$ cat config.mk
export PLATFORM = sky130hd
export DESIGN_NAME = hazard_stall_unit
export DESIGN_NICKNAME = d
export VERILOG_FILES = /design/src/rtl/hazard_stall_unit.sv
export SDC_FILE = /design/constraint.sdc
export NUM_CORES = 1
export LEC_CHECK = 0
export BUFFER_PORTS_ARGS = -buffer_cell sky130_fd_sc_hd__buf_2
export CORE_AREA = 2 2 39 41
export CTS_CLUSTER_SIZE = 8
export DETAILED_ROUTE_END_ITERATION = 6
export DIE_AREA = 0 0 41 43
export GPL_TIMING_DRIVEN = 0
export MAX_ROUTING_LAYER = met4
export PLACE_DENSITY = 0.62
export RECOVER_POWER = 25
export SYNTH_ARGS = -nofsm -noshare
export SYNTH_HDL_FRONTEND = slang
export SYNTH_SLANG_ARGS = --single-unit
$ cat constraint.sdc
create_clock -name clk -period 1.9 [get_ports clk]
set_input_delay 0.095 -clock clk [delete_from_list [all_inputs] [get_ports clk]]
set_output_delay 0.095 -clock clk [all_outputs]
set_load 0.02 [all_outputs]
$ cat src/rtl/hazard_stall_unit.sv
// Hazard controller for the 5-stage MIPS pipeline: load-use and HI/LO-busy stalls, taken-branch squash.
// Optional build macro HAZARD_STATS_EN adds saturating stall/flush cycle counters.
module hazard_stall_unit #(
  parameter int MDU_LAT = 4,
  parameter int CNT_W   = 4
) (
  input  logic       clk,
  input  logic       reset,
  input  logic [4:0] IFIDRs,
  input  logic [4:0] IFIDRt,
  input  logic       IFID_UsesRt,
  input  logic       IFID_MduUse,
  input  logic [4:0] IDEXRt,
  input  logic       IDEX_MemRead,
  input  logic       IDEX_MduStart,
  input  logic       EX_BranchTaken,
  output logic       PCWrite,
  output logic       IFIDWrite,
  output logic       IFIDFlush,
  output logic       IDEXFlush,
  output logic       MduBusy
`ifdef HAZARD_STATS_EN
  ,
  output logic [31:0] StallCount,
  output logic [31:0] FlushCount
`endif
);

  typedef enum logic {RUN, BUSY} state_t;

  localparam logic [CNT_W-1:0] LoadVal = CNT_W'(MDU_LAT - 1);

  state_t           r_state, w_state_nxt;
  logic [CNT_W-1:0] r_cnt, w_cnt_nxt;
  logic             w_lu, w_mh, w_stall_cyc, w_flush_cyc;

  assign w_lu = IDEX_MemRead && (IDEXRt != 5'd0) &&
                ((IDEXRt == IFIDRs) || (IFID_UsesRt && (IDEXRt == IFIDRt)));
  assign w_mh = IFID_MduUse && ((r_state == BUSY) || IDEX_MduStart);

  // NOTE: every variable written here gets a default first, so no path leaves it unassigned (no latch).
  always_comb begin
    w_state_nxt = r_state;
    w_cnt_nxt   = r_cnt;
    unique case (r_state)
      RUN: begin
        if (IDEX_MduStart) begin
          w_state_nxt = BUSY;
          w_cnt_nxt   = LoadVal;
        end
      end
      BUSY: begin
        // A restart while busy should never happen since MH blocks issue; reload anyway.
        if (IDEX_MduStart) begin
          w_cnt_nxt = LoadVal;
        end else if (r_cnt == CNT_W'(1)) begin
          w_state_nxt = RUN;
          w_cnt_nxt   = '0;
        end else begin
          w_cnt_nxt = r_cnt - CNT_W'(1);
        end
      end
      default: begin
        w_state_nxt = RUN;
        w_cnt_nxt   = '0;
      end
    endcase
  end

  always_comb begin
    PCWrite     = 1'b1;
    IFIDWrite   = 1'b1;
    IFIDFlush   = 1'b0;
    IDEXFlush   = 1'b0;
    MduBusy     = (r_state == BUSY);
    w_stall_cyc = 1'b0;
    w_flush_cyc = 1'b0;
    if (reset) begin
      PCWrite   = 1'b0;
      IFIDWrite = 1'b0;
      IFIDFlush = 1'b1;
      IDEXFlush = 1'b1;
      MduBusy   = 1'b0;
    end else if (EX_BranchTaken) begin
      // The ID instruction is wrong-path, so any stall it would cause is moot.
      IFIDFlush   = 1'b1;
      IDEXFlush   = 1'b1;
      w_flush_cyc = 1'b1;
    end else if (w_lu || w_mh) begin
      PCWrite     = 1'b0;
      IFIDWrite   = 1'b0;
      IDEXFlush   = 1'b1;
      w_stall_cyc = 1'b1;
    end
  end

  // NOTE: sequential state uses non-blocking assignments so all registers update together at the edge.
  always_ff @(posedge clk) begin
    if (reset) begin
      r_state <= RUN;
      r_cnt   <= '0;
    end else begin
      r_state <= w_state_nxt;
      r_cnt   <= w_cnt_nxt;
    end
  end

`ifdef HAZARD_STATS_EN
  logic [31:0] r_stall_cnt, r_flush_cnt;

  always_ff @(posedge clk) begin
    if (reset) begin
      r_stall_cnt <= '0;
      r_flush_cnt <= '0;
    end else begin
      if (w_stall_cyc && (r_stall_cnt != 32'hFFFF_FFFF)) r_stall_cnt <= r_stall_cnt + 32'd1;
      if (w_flush_cyc && (r_flush_cnt != 32'hFFFF_FFFF)) r_flush_cnt <= r_flush_cnt + 32'd1;
    end
  end

  assign StallCount = r_stall_cnt;
  assign FlushCount = r_flush_cnt;
`else
  logic w_unused;
  assign w_unused = w_stall_cyc ^ w_flush_cyc;
`endif

endmodule

* Yosys cells after proc, flatten, opt, wreduce, memory -nomap -nowiden
Index checks and enable logic that the tools add are counted.
Cells by class: add/subtract/negate cells 1, $mul 0, divide/modulo/power cells 0, order comparisons 0, eq/ne operators 4, shift-type cells 0, muxes and demuxes 17, bitwise gates (word level) 1, reduce and logical (&&, ||, !) cells 8
Operators with widths (count):
- two-way mux 1 bit | 12
- two-way mux 4 bit | 3
- equality test 5 bit | 2
- one-hot mux 4 bit (2 select lines) | 1
- nonzero test 5 bit | 1
- equality test 4 x 1 -> 1 bit (second input constant) | 1
- logical AND 1 bit | 4
- subtractor 4 x 1 -> 4 bit (second input constant) | 1
- logical OR 1 bit | 3
- != test 2 bit (second input constant) | 1
- one-hot mux 1 bit (2 select lines) | 1
- NOT 1 bit | 1
Word-level totals: bits in registers 5, latch bits 0, bits in writable memories 0, ROM bits 0, input bits 22, word-level logic and storage cells 33, memories kept 0

* Logic depth before layout (Yosys ltp)
Gate-level depths: netlist of run 1.
depth in word-level cells 8, mapped depth 6, gate-level depth less buffers 6

* Worst setup path after synthesis of run 1
No wires, ideal clock.
path type in2out, from input IDEXRt[1], to output PCWrite, arrival time 1.269 ns, required time 1.805 ns, slack 0.536 ns, cell stages on the path 4, cells stage by stage or4_1 -> o21ai_0 -> o31a_1 -> buf_4
On the way: word-level cells in the longest chain between the ends 8, elaborated cells on any way between the ends 11, those cells by class eq/ne: 2; mux: 3; reduce/logical: 6
Ends and longest elaborated chain:
- start: declaration | line 13 | input logic [4:0] IDEXRt,
- equality test 5 bit | line 38 | ((IDEXRt == IFIDRs) || (IFID_UsesRt && (IDEXRt == IFIDRt)));
- logical AND 1 bit | line 38
- logical OR 1 bit | line 38
- logical AND 1 bit (*) | line 37 | assign w_lu = IDEX_MemRead && (IDEXRt != 5'd0) &&
- logical OR 1 bit (*) | line 89 | end else if (w_lu || w_mh) begin
- two-way mux 1 bit (*) (3 in series)
- end: declaration | line 17 | output logic PCWrite,
Mark *: on every way between the ends. The rest lies on a longest branch, timed or not.

* Worst setup path in the final report of run 1
from register r_state, to output PCWrite
On the way: word-level cells in the longest chain between the ends 6
Ends and longest elaborated chain:
- start: declaration | line 33 | state_t r_state, w_state_nxt;
- start signal: assignment | line 103 | r_state <= w_state_nxt;
- logical OR 1 bit | line 39 | assign w_mh = IFID_MduUse && ((r_state == BUSY) || IDEX_MduStart);
- logical AND 1 bit | line 39
- logical OR 1 bit | line 89
- two-way mux 1 bit | line 89
- two-way mux 1 bit | line 84 | end else if (EX_BranchTaken) begin
- two-way mux 1 bit | line 78 | if (reset) begin
No other way between the ends.

==> results of run 1 <==
==> state kept, by name, indices dropped and copies added, names as in the netlist <==
| register | flops |
|---|---|
| r_state | 1 |
| r_cnt | 4 |
==> layer usage <==
layer  GRT usage [%]  vias up  share of wire, %
met5               -        -                 0
li1                -      243                 -
met3            3.14        2                11
met4            12.0        0               2.5
met1            11.6      193                41
met2            15.9       22                46
==> layout make-up <==
| class | count | area [um2] |
|---|---|---|
| Clock buffer | 4 | 26.3 |
| Buffer | 3 | 18.8 |
| Timing Repair Buffer | 25 | 124 |
| Inverter | 3 | 11.3 |
| Multi-Input combinational cell | 44 | 290 |
| Fill cell | 145 | 793 |
| Tap cell | 16 | 20.0 |
| Sequential cell | 5 | 100 |
==> cell usage after synthesis, types with 2 or more instances <==
cell | number | share of area (%)
dfxtp_1 | 5 | 24
a21oi_1 | 4 | 4.7
xor2_1 | 10 | 21
nor2_1 | 10 | 8.9
o21ai_0 | 2 | 2.4
nor2b_1 | 2 | 2.9
inv_1 | 3 | 2.7
ha_1 | 2 | 5.9
buf_4 | 3 | 5.3
nor3_1 | 4 | 4.7
==> critical path, cell delays in order (launching register included) <==
cell	delay, ns
dfxtp_1	0.29
clkbuf_1	0.17
o21ai_0	0.26
nor2_1	0.07
nor2_1	0.08
o31a_1	0.14
buf_4	0.10
buf_2	0.14
==> metrics by stage <==
| stage | setup slack (ns) | power [mW] | instance area [um2] | instances | util [%] |
|---|---|---|---|---|---|
| 3_5_place_dp | 0.415 | 0.225 | 569 | 96 | 41.1 |
| 5_1_grt | 0.150 | 0.372 | 591 | 100 | 42.7 |
| 6_report | 0.302 | 0.347 | 591 | 100 | 42.7 |
| 3_3_place_gp | 0.401 | 0.224 | 569 | 96 | 41.1 |
| 4_1_cts | 0.349 | 0.358 | 596 | 100 | 43.0 |
| 2_1_floorplan | 0.536 | 0.184 | 424 | 55 | - |
==> worst max-delay path by stage <==
stage,from,endpoint,slack [ns],depth (start not counted)
3_5_place_dp,IDEXRt[1],PCWrite,0.42,6
2_1_floorplan,IDEXRt[1],PCWrite,0.54,4
3_3_place_gp,IDEXRt[1],PCWrite,0.40,6
4_1_cts,r_state,PCWrite,0.35,7
6_report,r_state,PCWrite,0.30,7
5_1_grt,r_state,PCWrite,0.15,7
==> logic make-up (layout without fill, tap and decap cells) <==
kind of cell / after synthesis / count (layout) / synth area share [%]
AOI/OAI and AO/OA: 9 / 9 / 13.0
xor gates and xnor gates: 11 / 11 / 22.7
adders and majority gates: 2 / 2 / 5.90
buffers and inverters: 6 / 35 / 7.96
DFF: 5 / 5 / 23.6
and+or+nand+nor: 22 / 22 / 26.8
==> power by group through the flow <==
stage	Sequential (mW)	Clock [mW]	Combinational [mW]
2_1_floorplan	0.118	0	0.0659
3_5_place_dp	0.119	0	0.106
3_3_place_gp	0.119	0	0.106
4_1_cts	0.117	0.135	0.107
5_1_grt	0.118	0.139	0.115
6_report	0.117	0.126	0.103
==> impl_metrics.py, run 1 <==
metrics = {
    "power": {
        "clkPwrFrac_pct": 36.4,
        "p_sw_uw": 105,
        "p_seq_share_pct": 33.8,
        "switching_share_pct": 30.3,
        "internal_power_uw": 241,
        "leakage_nw": 0.285,
        "p_per_area_nw_per_um2": 587,
        "irDropWorstVdd_mv": 0.266,
        "combPwrFrac_pct": 29.8,
    },
    "worst_setup_path": {
        "reg2reg_slack_ns": 0.48,
        "r2r_start": "r_state",
        "timing.rr.end": "r_cnt[3]",
        "critPathLaunchType": "flip-flop",
        "end_kind": "primary output",
        "ff2ff_path_depth": 5,
        "critPathRequiredTime_ns": 1.80,
        "path_class": "reg2out",
        "cp_max_fo": 8,
        "cp_data_arrival_time_ns": 1.50,
    },
    "drt": {
        "drc": 0,
        "wl_per_cell_um": 8.75,
        "vias": 460,
        "ant_nets": 0,
        "viasPerCell": 4.60,
        "drt-total-wl_um": 875,
        "first_pass_iters": 2,
        "drt_iter0_markers": 2,
    },
    "worst_hold_path": {
        "min_to": "r_cnt[3]",
        "hp-start": "reset",
        "hp-class": "in2reg",
        "holdPathStages": 2,
    },
    "timing": {
        "finalHoldViolCount": 0,
        "fin_tns_setup_ns": 0,
        "setup_viol_count_final": 0,
        "hold_ws_ns": 0.0738,
        "slew_headroom_pct": 80.1,
        "fmax_ghz": 0.626,
        "tightest_slew_ns": 0.298,
        "fin_crit_ns": 1.60,
        "period_share_pct": 84.1,
        "finalClockSkew_ns": 0.00454,
        "slew_violations": 0,
        "rsz0062_at_grt": "no",
    },
    "grt": {
        "grt_usage_pct": 11.4,
        "first_global_vias": 356,
        "grt_max_degree": 9,
        "antenna_found_initial": 0,
        "grt.overflow.total": 0,
        "grt_first_pass_wirelength_um": 1270,
    },
    "die": {
        "die_w_um": 41,
        "die_y_um": 43,
        "start_util_pct": 30.7,
        "rows": 14,
        "io-pin-count": 27,
        "dieArea_um2": 1760,
        "core_um2": 1380,
    },
    "yosys": {
        "synth_cells": 55,
        "synth.ff_latch_count": 5,
        "synth_warnings": 0,
        "synthFlopType": "dfxtp_1",
        "async_flop_share_pct": 0,
        "synth_area_per_cell_um2": 7.71,
        "synth-seq-area-share_pct": 23.6,
        "synth_nets": 79,
        "synth_edf_count": 0,
        "synth.distinct_cells": 20,
        "syn_area_um2": 424,
    },
    "clock_network": {
        "insertion_delay_ns": 0.25,
        "cts_resized": 0,
        "cts_tree": "yes",
        "ctsHoldBuffers": 0,
        "ctsLongestPathBuffers": 2,
        "cts_sinks": 5,
        "postCtsSetupRepairBufs": 0,
        "cts-buffers-inserted": 3,
        "clock-root-buffer": "clkbuf_4",
        "htreeDepth": 1,
        "clk_pin_slew_ns": 0.05,
    },
    "outcome": {
        "outcome": "finished clean",
    },
    "final_layout": {
        "final_layout_size_suffix_gt1_share_pct": 35.7,
        "diodes": 0,
        "mostFrequentLayoutCells": "buf_2, xor2_1, nor2_1",
        "fin_nets": 109,
        "final_common_cell": "buf_2",
        "synthToLayoutAreaGrowth_pct": 39.2,
    },
    "job": {
        "drv_cap": 0,
    },
    "placement": {
        "io_buffers": 25,
        "place.detailed.hpwl_um": 734,
        "routabilityCongestion": 0.640,
    },
}
Note: power is estimated with default switching activity, not from simulation.
==> run 2: changes to the inputs <==
- clock period: 1.9 -> 1.6 ns (I/O delays scaled with it)
==> impl_metrics.py, run 2 (synthesis gave the netlist of run 1 again) <==
metrics = {
    "clock_network": {
        "cts_sinks": 5,
        "cts_tree": "yes",
        "ctsLongestPathBuffers": 2,
        "cts-buffers-inserted": 3,
        "insertion_delay_ns": 0.25,
        "ctsHoldBuffers": 0,
        "clk_pin_slew_ns": 0.05,
        "htreeDepth": 1,
        "clock-root-buffer": "clkbuf_4",
    },
    "die": {
        "io-pin-count": 27,
        "dieArea_um2": 1760,
        "die_y_um": 43,
        "rows": 14,
        "core_um2": 1380,
        "die_w_um": 41,
        "start_util_pct": 30.7,
    },
    "final_layout": {
        "design_area_um2": 594,
        "mostFrequentLayoutCells": "buf_2, xor2_1, nor2_1",
        "final_layout_size_suffix_gt1_share_pct": 36.9,
        "regMostFlops": "r_cnt",
        "synthToLayoutAreaGrowth_pct": 40.1,
        "largestRegisters": "r_cnt (4), r_state (1)",
        "final_common_cell": "buf_2",
        "fin_util_pct": 42.9,
        "largest_reg_flops": 4,
        "diodes": 0,
        "fill_cells": 143,
        "fin_nets": 109,
    },
    "grt": {
        "grt_first_pass_wirelength_um": 1270,
        "first_global_vias": 356,
        "grt.overflow.total": 0,
        "grt_max_degree": 9,
        "antenna_found_initial": 0,
        "grt_usage_pct": 11.4,
    },
    "drt": {
        "viasPerCell": 4.61,
        "wl_per_cell_um": 8.73,
        "first_pass_iters": 2,
        "drt_iter0_markers": 3,
        "drc": 0,
        "drt-total-wl_um": 873,
        "ant_nets": 0,
        "vias": 461,
    },
    "power": {
        "irDropWorstVdd_mv": 0.316,
        "p_per_area_nw_per_um2": 696,
        "finalPower_uw": 413,
        "leakage_nw": 0.289,
    },
    "timing": {
        "fin_crit_ns": 1.46,
        "hold_ws_ns": 0.0588,
        "finalClockSkew_ns": 0.00454,
        "setup_viol_count_final": 0,
        "period_share_pct": 91.0,
        "fmax_ghz": 0.687,
        "finalHoldViolCount": 0,
        "tightest_slew_ns": 0.229,
        "rsz0062_at_grt": "no",
        "slew_headroom_pct": 84.6,
        "fin_tns_setup_ns": 0,
        "slew_violations": 0,
    },
    "worst_setup_path": {
        "timing.rr.end": "r_cnt[3]",
        "cp_data_arrival_time_ns": 1.38,
        "cp_max_fo": 8,
        "end_kind": "primary output",
        "cp-endpoint": "PCWrite",
        "reg2reg_slack_ns": 0.32,
        "r2r_start": "r_state",
        "crit_start": "r_state",
        "critPathRequiredTime_ns": 1.52,
        "path_class": "reg2out",
        "critPathLaunchType": "flip-flop",
        "ff2ff_path_depth": 5,
    },
    "placement": {
        "place.detailed.hpwl_um": 734,
        "placed_cell_area_um2": 569,
        "io_buffers": 25,
        "routabilityCongestion": 0.640,
    },
    "worst_hold_path": {
        "hp-class": "in2reg",
    },
    "outcome": {
        "outcome": "finished clean",
    },
    "job": {
        "drv_cap": 0,
    },
}
run 2: layout make-up:
class                   instances  area (um2)  area share [%]
multi-input cells              44         290            48.8
repair buffers                 25         124            20.8
flip-flops and latches          5         100            16.8
clock buffers                   4        26.3            4.42
plain buffers                   3        22.5            3.79
well taps                      16        20.0            3.37
inverters                       3        11.3            1.89
run 2: worst max-delay path, cell delays in order (launching register included):
cell	delay, ns
dfxtp_1	0.29
buf_4	0.15
o21ai_1	0.17
nor2_1	0.06
nor2_1	0.08
o31a_1	0.14
buf_4	0.10
buf_2	0.14
run 2: report_power, final:
group | leakage [nW] | internal (mW) | switching, mW
logic | 0.232 | 0.0607 | 0.0641
clock network | 0.0150 | 0.0945 | 0.0553
registers | 0.0414 | 0.133 | 0.00569
total | 0.289 | 0.288 | 0.125
run 2: layer usage:
layer / vias to the layer above / part of all wire (%) / global-route usage, % / routed length, um
li1: 243 / - / - / -
met1: 194 / 41 / 11.6 / 354
met2: 22 / 46 / 15.9 / 403
met3: 2 / 11 / 3.14 / 93
met4: 0 / 2.5 / 12.0 / 22
met5: - / 0 / - / 0
run 2: how the worst min path moves through the flow:
stage                              from        to  depth (start not counted)
after floorplan           IDEX_MduStart  r_cnt[3]                          1
after global placement            reset  r_cnt[1]                          2
after detailed placement          reset  r_cnt[3]                          2
after CTS                         reset  r_cnt[3]                          2
after global routing              reset  r_cnt[3]                          2
final                             reset  r_cnt[3]                          2
run 2: through the flow:
step           instances  setup slack (ns)
6_report             100             0.144
2_1_floorplan         55             0.266
3_3_place_gp          96             0.131
3_5_place_dp          96             0.145
5_1_grt              100            0.0322
4_1_cts              100            0.0639
run 2: what timing repair did:
| item | CTS | global route |
|---|---|---|
| hold endpoints to repair | 0 | 0 |
| gates resized for setup | 0 | 1 |
| setup endpoints to repair | 0 | 1 |
| buffers inserted | 0 | 0 |
==> run 3: changes to the inputs <==
- CELL_PAD_IN_SITES_DETAIL_PLACEMENT: not set -> 0
- CELL_PAD_IN_SITES_GLOBAL_PLACEMENT: not set -> 1
- CORE_AREA: 2 2 39 41 -> not set
- CORE_MARGIN: not set -> 2
- CORE_UTILIZATION: not set -> 26
- DIE_AREA: 0 0 41 43 -> not set
- GPL_ROUTABILITY_DRIVEN: not set -> 0
- MAX_ROUTING_LAYER: met4 -> not set
- PLACE_DENSITY: 0.62 -> 0.73
==> impl_metrics.py, run 3 (synthesis gave the netlist of run 1 again) <==
metrics = {
    "clock_network": {
        "postCtsSetupRepairBufs": 0,
        "ctsLongestPathBuffers": 2,
        "cts-buffers-inserted": 3,
        "htreeDepth": 1,
        "cts_resized": 0,
        "clk_pin_slew_ns": 0.04,
        "insertion_delay_ns": 0.24,
        "cts_sinks": 5,
        "clock-root-buffer": "clkbuf_4",
        "cts_tree": "yes",
        "ctsHoldBuffers": 0,
    },
    "drt": {
        "drt-total-wl_um": 894,
        "drc": 0,
        "routed.top_layer": "met4",
        "wl_met1_um": 392,
        "viasPerCell": 4.53,
        "first_pass_iters": 2,
        "wl_met2_um": 436,
        "drt_iter0_markers": 2,
        "vias": 453,
        "wl_per_cell_um": 8.94,
        "routed-wl-met3_um": 52,
        "ant_nets": 0,
    },
    "worst_setup_path": {
        "critPathBufInv": 3,
        "cp_cell_sequence": "buf_2 > or4_1 > o21ai_0 > o31a_1 > buf_4 > buf_2",
        "reg2reg_slack_ns": 0.34,
        "end_kind": "primary output",
        "timing.rr.end": "r_cnt[3]",
        "crit_slowest_cell": "or4_1",
        "cp_max_fo": 3,
        "critPathMostFrequentCell": "buf_2",
        "max_stage_delay_ns": 0.51,
        "crit_family": "simple AND/OR/NAND/NOR gates",
        "r2r_start": "r_state",
        "path_class": "in2out",
        "critPathRequiredTime_ns": 1.52,
        "critPathLaunchType": "primary input",
        "ff2ff_path_depth": 5,
        "cp_data_arrival_time_ns": 1.43,
    },
    "final_layout": {
        "fin_nets": 109,
        "largest_reg_flops": 4,
        "largestRegisters": "r_cnt (4), r_state (1)",
        "fin_util_pct": 39.0,
        "diodes": 0,
        "mostFrequentLayoutCells": "buf_2, xor2_1, nor2_1",
        "layoutNonFillerInstCount": 100,
        "final_layout_size_suffix_gt1_share_pct": 36.9,
        "design_area_um2": 594,
        "final_common_cell": "buf_2",
        "regMostFlops": "r_cnt",
        "synthToLayoutAreaGrowth_pct": 40.1,
    },
    "grt": {
        "grt_first_pass_wirelength_um": 1480,
        "antenna_found_initial": 0,
        "grt_max_degree": 9,
        "grt.overflow.total": 0,
        "first_global_vias": 397,
        "grt_usage_pct": 10.5,
    },
    "timing": {
        "period_share_pct": 94.2,
        "tightest_slew_ns": 0.276,
        "slew_headroom_pct": 81.4,
        "fmax_ghz": 0.663,
        "fin_crit_ns": 1.51,
        "slew_violations": 0,
        "setup_ws_ns": 0.0924,
        "finalHoldViolCount": 0,
        "hold_ws_ns": 0.0700,
        "fin_tns_setup_ns": 0,
        "rsz0062_at_grt": "no",
        "finalClockSkew_ns": 0.00337,
        "setup_viol_count_final": 0,
    },
    "power": {
        "internal_power_uw": 288,
        "p_per_area_nw_per_um2": 689,
        "irDropWorstVdd_mv": 0.224,
        "p_seq_share_pct": 33.9,
        "combPwrFrac_pct": 30.6,
        "p_sw_uw": 121,
        "clkPwrFrac_pct": 35.4,
        "switching_share_pct": 29.6,
        "finalPower_uw": 409,
        "leakage_nw": 0.289,
    },
    "placement": {
        "place.detailed.hpwl_um": 757,
        "io_buffers": 25,
        "dp_cells": 96,
        "placed_cell_area_um2": 569,
        "pre_cts_ws_ns": 0.0782,
    },
    "outcome": {
        "outcome": "finished clean",
    },
    "die": {
        "rows": 14,
        "dieArea_um2": 1970,
        "die_y_um": 44.4,
        "start_util_pct": 27.8,
        "die_w_um": 44.4,
        "io-pin-count": 27,
        "core_um2": 1520,
    },
    "worst_hold_path": {
        "holdPathStages": 2,
        "min_to": "r_cnt[1]",
        "hp-class": "in2reg",
        "hp-start": "reset",
    },
    "job": {
        "drv_cap": 0,
    },
}
-- run 3: worst max-delay path by stage --
stage | startpoint | end | slack (ns) | cells past startpoint
floorplan | IDEXRt[1] | PCWrite | 0.27 | 4
global placement | IDEXRt[1] | PCWrite | 0.13 | 6
detailed placement | IDEXRt[1] | PCWrite | 0.08 | 6
CTS | r_state | PCWrite | 0.05 | 7
global route | r_state | PCWrite | 0.005 | 7
finish | IDEXRt[1] | PCWrite | 0.09 | 6
-- run 3: layer usage --
metal | vias to the layer above | GRT usage [%]
met4 | 0 | 9.09
met5 | - | 0
met2 | 19 | 15.9
li1 | 246 | -
met1 | 186 | 12.3
met3 | 2 | 2.45
-- run 3: worst register-to-register path: cells and delay by family (launching register included) --
family / cells / cell delay, ns
AND/OR/NAND/NOR: 3 / 0.69
flip-flops: 1 / 0.30
buffers and inverters: 1 / 0.14
AO/OA/AOI/OAI: 1 / 0.07
-- run 3: power groups by stage --
stage                     sequential [mW]  clock [mW]  combinational, mW
after floorplan                     0.140           0             0.0782
after global placement              0.141           0              0.126
after detailed placement            0.141           0              0.127
after CTS                           0.139       0.155              0.128
after global routing                0.140       0.168              0.141
final                               0.139       0.145              0.125
-- run 3: cell type report --
type	count	area (um2)
repair buffers	25	124
fillers	176	930
well taps	16	20.0
plain buffers	3	22.5
multi-input cells	44	290
flip-flops and latches	5	100
clock buffers	4	26.3
inverters	3	11.3
